`config.mk`:
```
export PLATFORM = sky130hd
export DESIGN_NAME = palette_load_ctrl_flat
export DESIGN_NICKNAME = d
export VERILOG_FILES = /design/src/rtl/palette_load_ctrl_if.sv /design/src/rtl/palette_load_ctrl.sv /design/src/flat_wrapper.sv
export SDC_FILE = /design/constraint.sdc
export NUM_CORES = 1
export LEC_CHECK = 0
export BUFFER_PORTS_ARGS = -buffer_cell sky130_fd_sc_hd__buf_2
export CORE_UTILIZATION = 59
export CTS_CLUSTER_DIAMETER = 100
export DETAILED_ROUTE_END_ITERATION = 10
export GPL_TIMING_DRIVEN = 0
export PLACE_DENSITY = 0.84
export SLEW_MARGIN = 10
export SYNTH_ARGS = -nofsm -noshare
export SYNTH_HDL_FRONTEND = slang
export SYNTH_SLANG_ARGS = --single-unit
```
`constraint.sdc`:
```
create_clock -name clk_in -period 3.7 [get_ports clk_in]
set_clock_uncertainty 0.15 [all_clocks]
set_input_delay 0.37 -clock clk_in [delete_from_list [all_inputs] [get_ports clk_in]]
set_output_delay 0.37 -clock clk_in [all_outputs]
set_load 0.02 [all_outputs]
```
`src/rtl/palette_load_ctrl_if.sv`:
```
// Palette load controller bus: user/frame/colour inputs towards the
// controller and the slot-load strobe bus back out to the palette slots.
interface palette_load_ctrl_if #(
  parameter int COLOR_W = 24
);
  logic               swap_in;
  logic               frame_start_in;
  logic [COLOR_W-1:0] color_in;
  logic [3:0]         load_en_out;
  logic [COLOR_W-1:0] load_color_out;
  logic [1:0]         slot_ptr_out;
  logic               pending_out;

  // Controller side.
  modport master (
    input  swap_in,
    input  frame_start_in,
    input  color_in,
    output load_en_out,
    output load_color_out,
    output slot_ptr_out,
    output pending_out
  );

  // Environment side (button, video timing, colour source, slot registers).
  modport slave (
    output swap_in,
    output frame_start_in,
    output color_in,
    input  load_en_out,
    input  load_color_out,
    input  slot_ptr_out,
    input  pending_out
  );
endinterface

```
`src/rtl/palette_load_ctrl.sv`:
```
// Palette load controller.
// Debounces the swap button, captures the free-running colour on each
// press and commits it to the next palette slot (round robin) only at a
// frame boundary, so the visible picture never changes mid-frame.
// Also holds a small checker module with the output invariants.
module palette_load_ctrl #(
  parameter int DEBOUNCE_CYCLES = 250000,
  parameter int COLOR_W         = 24
) (
  input  logic                clk_in,
  input  logic                reset_in,
  palette_load_ctrl_if.master bus
);

  // Counter only has to reach DEBOUNCE_CYCLES-1 (DEBOUNCE_CYCLES >= 2).
  localparam int CNT_W = $clog2(DEBOUNCE_CYCLES);
  localparam logic [CNT_W-1:0] CNT_LAST = CNT_W'(DEBOUNCE_CYCLES - 1);
  localparam logic [CNT_W-1:0] CNT_ZERO = {CNT_W{1'b0}};
  localparam logic [CNT_W-1:0] CNT_ONE  = CNT_W'(1);

  typedef enum logic [1:0] {
    ST_IDLE   = 2'b00,
    ST_ARMED  = 2'b01,
    ST_COMMIT = 2'b10
  } state_t;

  // Slot number to one-hot load strobe.
  function automatic logic [3:0] slot_onehot(input logic [1:0] slot);
    case (slot)
      2'd0:    return 4'b0001;
      2'd1:    return 4'b0010;
      2'd2:    return 4'b0100;
      2'd3:    return 4'b1000;
      default: return 4'b0000;
    endcase
  endfunction

  logic               sync1_r;
  logic               sync2_r;
  logic               deb_r;
  logic [CNT_W-1:0]   cnt_r;
  logic               press_r;
  state_t             state_r;
  logic [COLOR_W-1:0] hold_r;
  logic               again_r;
  logic [3:0]         load_en_r;
  logic [COLOR_W-1:0] load_color_r;
  logic [1:0]         slot_ptr_r;
  logic               pending_r;

  // Two-flop synchronizer for the asynchronous button.
  always_ff @(posedge clk_in or posedge reset_in) begin
    if (reset_in) begin
      sync1_r <= 1'b0;
      sync2_r <= 1'b0;
    end else begin
      sync1_r <= bus.swap_in;
      sync2_r <= sync1_r;
    end
  end

  // Debounce: accept a new level after DEBOUNCE_CYCLES consecutive
  // differing samples; flag a one-cycle press on an accepted rise.
  always_ff @(posedge clk_in or posedge reset_in) begin
    if (reset_in) begin
      deb_r   <= 1'b0;
      cnt_r   <= CNT_ZERO;
      press_r <= 1'b0;
    end else begin
      press_r <= 1'b0;
      if (sync2_r != deb_r) begin
        if (cnt_r == CNT_LAST) begin
          deb_r   <= sync2_r;
          cnt_r   <= CNT_ZERO;
          press_r <= sync2_r;
        end else begin
          cnt_r <= cnt_r + CNT_ONE;
        end
      end else begin
        cnt_r <= CNT_ZERO;
      end
    end
  end

  // Capture / arm / commit sequencer with registered slot-load outputs.
  always_ff @(posedge clk_in or posedge reset_in) begin
    if (reset_in) begin
      state_r      <= ST_IDLE;
      hold_r       <= {COLOR_W{1'b0}};
      again_r      <= 1'b0;
      load_en_r    <= 4'b0000;
      load_color_r <= {COLOR_W{1'b0}};
      slot_ptr_r   <= 2'd0;
      pending_r    <= 1'b0;
    end else begin
      case (state_r)
        ST_IDLE: begin
          // Frame boundaries are irrelevant until something is captured.
          if (press_r) begin
            hold_r    <= bus.color_in;
            pending_r <= 1'b1;
            state_r   <= ST_ARMED;
          end
        end
        ST_ARMED: begin
          // Later presses simply overwrite the held colour.
          if (press_r) begin
            hold_r    <= bus.color_in;
            pending_r <= 1'b1;
          end
          // The commit takes the colour held before this cycle's press;
          // a colliding press stays pending for the next frame.
          if (bus.frame_start_in) begin
            load_color_r <= hold_r;
            load_en_r    <= slot_onehot(slot_ptr_r);
            again_r      <= press_r;
            state_r      <= ST_COMMIT;
          end
        end
        ST_COMMIT: begin
          load_en_r  <= 4'b0000;
          slot_ptr_r <= slot_ptr_r + 2'd1;
          again_r    <= 1'b0;
          if (press_r) begin
            hold_r <= bus.color_in;
          end
          if (again_r || press_r) begin
            state_r <= ST_ARMED;
          end else begin
            state_r   <= ST_IDLE;
            pending_r <= 1'b0;
          end
        end
        default: begin
          // Unreachable encoding: drop any strobe and fall back to idle.
          state_r   <= ST_IDLE;
          load_en_r <= 4'b0000;
          again_r   <= 1'b0;
          pending_r <= 1'b0;
        end
      endcase
    end
  end

  assign bus.load_en_out    = load_en_r;
  assign bus.load_color_out = load_color_r;
  assign bus.slot_ptr_out   = slot_ptr_r;
  assign bus.pending_out    = pending_r;

endmodule


```
`src/flat_wrapper.sv`:
```
// flat-port wrapper written by rule: the top's interface ports become plain ports
module palette_load_ctrl_flat 
#(
  parameter int DEBOUNCE_CYCLES = 250000,
  parameter int COLOR_W         = 24
)
  (clk_in, reset_in, bus_swap_in, bus_frame_start_in, bus_color_in, bus_load_en_out, bus_load_color_out, bus_slot_ptr_out, bus_pending_out);
  palette_load_ctrl_if #(.COLOR_W(COLOR_W)) bus_i ();
  input  logic clk_in;
  input  logic reset_in;
  input wire logic [$bits(bus_i.swap_in)-1:0] bus_swap_in;
  input wire logic [$bits(bus_i.frame_start_in)-1:0] bus_frame_start_in;
  input wire logic [$bits(bus_i.color_in)-1:0] bus_color_in;
  output wire logic [$bits(bus_i.load_en_out)-1:0] bus_load_en_out;
  output wire logic [$bits(bus_i.load_color_out)-1:0] bus_load_color_out;
  output wire logic [$bits(bus_i.slot_ptr_out)-1:0] bus_slot_ptr_out;
  output wire logic [$bits(bus_i.pending_out)-1:0] bus_pending_out;
  assign bus_i.swap_in = bus_swap_in;
  assign bus_i.frame_start_in = bus_frame_start_in;
  assign bus_i.color_in = bus_color_in;
  assign bus_load_en_out = bus_i.load_en_out;
  assign bus_load_color_out = bus_i.load_color_out;
  assign bus_slot_ptr_out = bus_i.slot_ptr_out;
  assign bus_pending_out = bus_i.pending_out;
  palette_load_ctrl #(.DEBOUNCE_CYCLES(DEBOUNCE_CYCLES), .COLOR_W(COLOR_W)) u_core (.clk_in(clk_in), .reset_in(reset_in), .bus(bus_i));
endmodule
```
**Word-level counts from Yosys, hierarchy flattened**

Cells that the tools add are included.

- Register bits after elaboration: 80
- Input bits: 28
- Logic and storage cells: 53

- Add/subtract/negate cells: 2
- Eq/ne operators: 11
- Mux-type cells: 16
- Bitwise operators: 1
- Reductions and logical operators: 11

Operator list:

| operator | number |
|---|---|
| 18-bit two-way mux | 2 |
| 18-bit by 1-bit adder with 18-bit output (second input constant) | 1 |
| 18-bit equality test (second input constant) | 1 |
| 4-bit case mux with 4 select lines | 1 |
| 2-bit AND reduction | 6 |
| 4-bit case mux with 2 select lines | 1 |
| 2-bit equality test (second input constant) | 3 |
| 1-bit two-way mux | 6 |
| 2-bit case mux with 3 select lines | 1 |
| 2-bit by 1-bit equality test with 1-bit output (second input constant) | 2 |
| 2-bit logical NOT | 2 |
| 2-bit two-way mux | 2 |
| 4-bit two-way mux | 1 |
| 2-bit by 1-bit inequality test with 1-bit output (second input constant) | 2 |
| 2-bit inequality test (second input constant) | 2 |
| 1-bit case mux with 2 select lines | 2 |
| 3-bit OR reduction | 1 |
| 2-bit by 1-bit adder with 2-bit output (second input constant) | 1 |
| 2-bit OR reduction | 1 |
| 1-bit logical OR | 1 |
| 1-bit inequality test | 1 |
| 1-bit inverter | 1 |

**Longest topological paths before layout**

Gate-level depths: netlist of the first run.

- Depth after elaboration: 4
- Depth in mapped cells: 7
- Mapped depth without buffers: 5

**Least setup slack after synthesis of the first run**

OpenSTA, ideal clock, no wires.

- Path kind: register -> register
- Start: reg u_core.state_r[0]
- End: reg u_core.hold_r[0]
- Library setup time: 125 ps
- Arrival time: 1481 ps
- Required time: 3425 ps
- Setup slack: 1944 ps
- Stages on the path, launching flop included: 5
- Clock period less this slack: 1756 ps
- Path through: dfrtp_1 clkbuf_1 a21boi_1 buf_2 mux2_2

- Cells in the longest elaborated chain, start to end: 3
- Elaborated cells between the ends (all ways): 5

RTL lines:

| item | line | source |
|---|---|---|
| from (decl) | palette_load_ctrl.sv:43 | `state_t state_r;` |
| from (signal assigned) | palette_load_ctrl.sv:88 | `state_r <= ST_IDLE;` |
| from (signal assigned) | palette_load_ctrl.sv:102 | `state_r <= ST_ARMED;` |
| from (signal assigned) | palette_load_ctrl.sv:117 | `state_r <= ST_COMMIT;` |
| 2-bit by 1-bit equality test with 1-bit output (tied with other cells) | n/a |  |
| 3-bit OR reduction (no line) (*) | n/a |  |
| 2-bit AND reduction (no line) (*) | n/a |  |
| to (signal assigned) | palette_load_ctrl.sv:89 | `hold_r <= {COLOR_W{1'b0}};` |
| to (signal assigned) | palette_load_ctrl.sv:100 | `hold_r <= bus.color_in;` |
| to (signal assigned) | palette_load_ctrl.sv:108 | `hold_r <= bus.color_in;` |
| to (decl) | palette_load_ctrl.sv:44 | `logic [COLOR_W-1:0] hold_r;` |

Every way passes the cells marked *; elsewhere a longest branch is shown, timed or not.
A chain may end at the register's enable or synchronous reset.

**Final worst setup path of the first run**

- Start: reg u_core.state_r[0]
- End: reg u_core.hold_r[11]

The elaborated chain is that of the path after synthesis.

==> out/metrics.csv, run 1 <==
stage,metric,value,unit
run_status,status,finished clean,
die,start_util,60.95,%
global_routing,grt_max_degree,44,
die,die_h,77.19,um
critical_path,reg2regPathDepth,4,
timing,setup_viol,0,
clock_tree,cts_tree,yes,
place,hpwlAfterDp,4373,um
pwr,p_per_area,404.6,nW/um^2
drt,drt-total-wl,6483,um
pwr,p_int,0.001224,W
synth,syn_area_per_cell,11.05,sq um
timing,rsz0062_at_grt,false,
die,dieArea,5958,sq um
timing,setup-tns-final,0,ns
critical_path,slowest_delay,0.49,ns
timing,final-hold-violation-count,0,
critical_path,crit_slowest_cell,a21boi_1,
clock_tree,cts-root-buf,clkbuf_8,
synth,ys_seq_elements,80,
finish,area_delta_synth_final,18.72,%
drt,routed_via_density,5.370,
clock_tree,cts.sinks,80,
clock_tree,clk_latency,0.35,ns
clock_tree,clk_pin_slew,0.09,ns
drt,vias,2422,
finish,nNetsFinal,407,
clock_tree,htreeDepth,3,
global_routing,grt_pass1_wl,10820,um
timing,slew_viol_final,0,
critical_path,startpoint,u_core.state_r[0],
timing,worst_pin_slew,0.5494,ns
pwr,pwr-share-comb,4.0,%
global_routing,grt_usage,23.76,%
critical_path,start_kind,flop,
synth,synth_seq_area_share,60.02,%
die,fp.coreArea,5473,sq um
clock_tree,clock_path_buffers,2,
synth,synthCells,302,
global_routing,overflow,0,
finish,drive_above_1_share,30.87,%
pwr,p_switching,0.0003780,W
timing,period_share,56.22,%
timing,relSlewSlack,63.29,%
finish,mostFrequentLayoutCell,nand2_1,
synth,synth_mux_area_share,8.777,%
critical_path,required,3.79,ns
critical_path,worst_r2r_endpoint,u_core.hold_r[11],
global_routing,grt_pass1_vias,2371,
drt,postRouteAntennaNets,0,
clock_tree,cts_setup_buffers,0,
drt,first_pass_iters,4,
drt,drt_iter0_drc,126,
synth,ys_types,34,
synth,syn-cell-area,3336,sq um
synth,synth_simple_gate_area_share,19.95,%
place,place_area,3739,sq um
critical_path,r2r-start,u_core.state_r[0],
critical_path,regToRegSetupSlack,1.62,ns
timing,final.hold.worst_slack,0.09628,ns
die,io-pin-count,59,
finish,diodes,0,
critical_path,cp-end-kind,flop,
place,place.gp.congestion,0.8144,
critical_path,critPathCapture,u_core.hold_r[11],
synth,synth_xor_area_share,4.464,%
clock_tree,cts_inserted_buffers,9,
synth,ys_warn_count,0,
pwr,clkPwrFrac,40.5,%
drt,drcViolationCount,0,
synth,synth_compound_gate_area_share,2.701,%
critical_path,path_delay_family,buffers and inverters,
min_path,min_path_type,primary input to flop,
synth,synthesis.nets,335,
critical_path,crit_buf_inv,2,
drt,wl_per_cell,14.37,um
pwr,switching_share,23.59,%
pwr,seq_power_share,55.4,%
global_routing,antenna_found_initial,0,
timing,timing.fmax,480.8,MHz
place,port_buffers,58,
critical_path,crit_fanout,10,
critical_path,cp.arrival,2.17,ns
die,die_w,77.19,um
critical_path,worstSetupPathType,flop to flop,
synth,synthAdderAreaFrac,1.875,%
die,rows,27,
finish,post-route-cell-area,3960,sq um
synth,synth_top_family_by_area,simple AND/OR/NAND/NOR gates,
flow_run,drv_cap,0,
pwr,irDropWorstVdd,0.2777,mV
critical_path,path_cells,clkbuf_1 > a21boi_1 > buf_2 > mux2_2,
critical_path,crit_cells,4,
finish,layout_common_cells,"83 x nand2_1, 80 x dfrtp_1, 63 x buf_2",
timing,period_minus_slack,2.080,ns
pwr,p_leak,2.107,nW
registers in the layout (all words and copies together), names as in the netlist:
name and flops:
u_core.bus.load_color_out 24, u_core.hold_r 24, u_core.cnt_r 18, u_core.bus.load_en_out 4, u_core.bus.slot_ptr_out 2, u_core.state_r 2
u_core.again_r 1, u_core.bus.pending_out 1, u_core.deb_r 1, u_core.press_r 1, u_core.sync1_r 1, u_core.sync2_r 1
Yosys cell counts (all sizes together):
master   n  area (sq um)
nand2   83         311.6
ha       5         62.56
and2b    1         8.760
or2      2         12.52
clkbuf   5         18.77
nor2    21         78.83
or4      1         11.26
nand3   13         65.06
and4     2         18.77
nor3     3         15.01
xnor2   12         105.1
nor3b    1         7.510
xor2     5         43.79
nand2b   2         12.51
dfrtp   80          2002
buf      6         32.53
nand4    7         73.82
mux2    26         292.8
inv      6         22.52
a21oi    9         48.80
nor4     5         31.28
and3     1         6.260
a21boi   1         7.510
o31ai    2         28.78
and2     1         6.260
o21ai    1         5.000
nor2b    1         6.260
layout make-up:
| class | instances | area [sq um] |
|---|---|---|
| repair buffers | 61 | 330.3 |
| clock inverters | 7 | 77.57 |
| plain buffers | 11 | 51.30 |
| fillers | 381 | 1513 |
| clock buffers | 9 | 123.9 |
| inverters | 6 | 25.02 |
| flip-flops and latches | 80 | 2002 |
| multi-input cells | 205 | 1260 |
| well taps | 72 | 90.09 |
through the flow:
step	total power [W]	utilization, %	std cells	worst slack [ns]
floorplan	0.0009373	-	302	1.128
global placement	0.0009632	67.90	432	0.2896
detailed placement	0.0009691	68.31	433	1.642
CTS	0.001614	72.36	451	1.631
global route	0.001661	72.36	451	1.473
finish	0.001602	72.36	451	1.620
power groups by stage:
stage	clock (W)	combinational, W	sequential, W
CTS	0.000658	0.0000667	0.000889
finish	0.000649	0.0000647	0.000889
floorplan	0	0.0000283	0.000909
global route	0.000698	0.0000731	0.000890
global placement	0	0.0000583	0.000905
detailed placement	0	0.0000632	0.000906
worst register-to-register path, delay by kind of cell (launching register included):
kind | cells | cell delay [ns]
mux | 1 | 0.38
flops | 1 | 0.39
buf+inv | 2 | 0.57
compound gates | 1 | 0.49
worst min-delay path by stage:
stage	startpoint	end	slack (ns)	cells after the start
after floorplan	u_core.sync1_r	u_core.sync2_r	0.18	0
after global placement	u_core.sync1_r	u_core.sync2_r	0.19	0
after detailed placement	u_core.sync1_r	u_core.sync2_r	0.19	0
after CTS	bus_color_in[13]	u_core.hold_r[13]	0.09	2
after global routing	bus_color_in[6]	u_core.hold_r[6]	0.09	2
final	bus_color_in[3]	u_core.hold_r[3]	0.1	2
repair_timing:
item | in CTS | in global routing
hold endpoints to repair | 43 | 0
gates resized for setup | 0 | 0
hold buffers | 2 | 0
logic make-up (layout without fill, tap and decap cells):
| family | Yosys count | in the layout |
|---|---|---|
| AND/OR/NAND/NOR | 144 | 144 |
| adder cells (fa/ha/maj) | 5 | 5 |
| AO/OA/AOI/OAI | 13 | 13 |
| XOR/XNOR | 17 | 17 |
| multiplexers | 26 | 26 |
| flip-flops | 80 | 80 |
| buffers and inverters | 17 | 94 |
routing by layer:
layer	share of wire (%)	GRT usage (%)	vias to the layer above
met4	2.5	12.64	0
met2	50	38.94	75
li1	-	-	1143
met3	4.8	4.048	19
met5	0	0	-
met1	43	30.21	1185
Note: power is estimated with default switching activity, not from simulation.
==> inputs of run 2 (changes only) <==
--- a/config.mk
+++ b/config.mk
@@ -6,11 +6,11 @@
 export NUM_CORES = 1
 export LEC_CHECK = 0
 export BUFFER_PORTS_ARGS = -buffer_cell sky130_fd_sc_hd__buf_2
-export CORE_UTILIZATION = 59
+export CORE_UTILIZATION = 55
 export CTS_CLUSTER_DIAMETER = 100
 export DETAILED_ROUTE_END_ITERATION = 10
 export GPL_TIMING_DRIVEN = 0
-export PLACE_DENSITY = 0.84
+export PLACE_DENSITY = 0.79
 export SLEW_MARGIN = 10
 export SYNTH_ARGS = -nofsm -noshare
 export SYNTH_HDL_FRONTEND = slang
==> constraint.sdc (replaced) <==
create_clock -name clk_in -period 2.15 [get_ports clk_in]
set_clock_uncertainty 0.15 [all_clocks]
set_input_delay 0.215 -clock clk_in [delete_from_list [all_inputs] [get_ports clk_in]]
set_output_delay 0.215 -clock clk_in [all_outputs]
set_load 0.02 [all_outputs]
==> run 2 against run 1 <==
Effect of this change: largest power group unchanged; utilization is 2.3 points higher; sequential power increased by 72%; flip-flop and latch count did not move; combinational power is 130% higher.
==> out/metrics.csv, run 2 (same netlist as run 1, synthesis figures left out) <==
stage,metric,value,unit
run_status,status,finished clean,
clock_tree,clock_path_buffers,2,
timing,timing.fmax,520.9,MHz
global_routing,antenna_found_initial,0,
pwr,irDropWorstVdd,0.4462,mV
drt,postRouteAntennaNets,0,
clock_tree,cts-root-buf,clkbuf_8,
timing,setup_viol,0,
finish,nNetsFinal,435,
clock_tree,clk_pin_slew,0.08,ns
timing,slew_viol_final,0,
drt,routed_via_density,5.156,
critical_path,start_kind,flop,
critical_path,slowest_delay,0.38,ns
clock_tree,htreeDepth,3,
die,dieArea,6380,sq um
global_routing,grt_usage,22.59,%
pwr,p_leak,2.220,nW
place,place.gp.congestion,0.8019,
min_path,min_path_type,primary input to flop,
drt,wl_per_cell,13.23,um
finish,area_delta_synth_final,27.01,%
critical_path,path_delay_family,buffers and inverters,
drt,drt-total-wl,6351,um
die,io-pin-count,59,
global_routing,overflow,0,
timing,rsz0062_at_grt,false,
finish,layout_common_cells,"83 x nand2_1, 80 x dfrtp_1, 63 x buf_2",
flow_run,drv_cap,0,
die,die_h,79.88,um
critical_path,cp.arrival,2.01,ns
timing,final-hold-violation-count,0,
die,fp.coreArea,5675,sq um
finish,mostFrequentLayoutCell,nand2_1,
critical_path,crit_buf_inv,2,
critical_path,cp-end-kind,flop,
critical_path,crit_slowest_cell,dfrtp_1,
critical_path,worstSetupPathType,flop to flop,
die,die_w,79.88,um
timing,relSlewSlack,68.47,%
timing,setup_ws,0.2301,ns
global_routing,grt_pass1_wl,10760,um
finish,drive_above_1_share,29.48,%
critical_path,path_cells,clkbuf_1 > a21boi_2 > buf_2 > mux2_2,
clock_tree,clk_latency,0.35,ns
timing,worst_pin_slew,0.4730,ns
critical_path,required,2.24,ns
drt,drcViolationCount,0,
timing,period_share,89.30,%
timing,period_minus_slack,1.920,ns
place,port_buffers,58,
place,pre_cts_slack,0.03961,ns
clock_tree,cts.sinks,80,
place,hpwlAfterDp,4152,um
die,rows,27,
clock_tree,cts_tree,yes,
pwr,p_per_area,647.6,nW/um^2
drt,vias,2475,
drt,drt_iter0_drc,133,
drt,first_pass_iters,4,
die,start_util,58.77,%
timing,setup-tns-final,0,ns
critical_path,crit_fanout,10,
clock_tree,cts_inserted_buffers,9,
global_routing,grt_pass1_vias,2359,
global_routing,grt_max_degree,33,
-- run 2: what timing repair did --
item	CTS	global route
endpoints found under the setup margin	0	30
gates resized for setup	0	1
hold buffers	26	0
endpoints found under the hold margin	42	0
buffers inserted	0	3
-- run 2: metrics by stage --
stage,cell area [sq um],hold WS [ns],util [%],cells,total power [W]
floorplan,3339,0.09643,-,302,0.001613
CTS,4208,0.02320,74.14,476,0.002765
global placement,3720,0.1770,65.54,432,0.001660
global route,4234,0.04358,74.60,479,0.002865
detailed placement,3760,0.08366,66.25,434,0.001670
finish,4237,0.03616,74.65,480,0.002744
-- run 2: final cells by class --
class / count / area, sq um
antenna: 1 / 2.502
buffer: 11 / 51.30
clock buffer: 11 / 131.4
clock inverter: 5 / 56.30
fill: 399 / 1439
inverter: 6 / 26.28
multi-input combinational: 205 / 1264
sequential: 80 / 2002
tap: 72 / 90.09
timing repair buffer: 89 / 613.1
-- run 2: final timing paths --
kind,startpoint,to,slack (ns),depth (start not counted)
worst max-delay path,u_core.state_r[0],u_core.hold_r[14],0.23,4
worst min-delay path,bus_frame_start_in,u_core.bus.load_en_out[2],0.04,3
worst max register to register,u_core.state_r[0],u_core.hold_r[14],0.23,4
worst min register to register,u_core.sync1_r,u_core.sync2_r,0.20,0
max in group asynchronous,reset_in,u_core.hold_r[18],0.89,5
min in group asynchronous,reset_in,u_core.cnt_r[11],0.25,3
-- run 2: tightest hold or removal path, cell delays in order --
cell	delay, ns
buf_2	0.14
nand3_1	0.09
a21oi_1	0.06
-- run 2: routing by layer --
metal	up-vias	wire length [um]	GRT usage, %
met1	1199	2867	29.11
met2	69	3058	35.73
li1	1193	-	-
met3	14	291	6.286
met4	0	133	10.00
met5	-	0	0
-- run 2: power by group --
group / internal (W) / switching [W] / leakage, nW
clock: 0.000537 / 0.000526 / 0.0937
sequential: 0.00152 / 0.0000123 / 1.11
combinational: 0.0000776 / 0.0000744 / 1.02
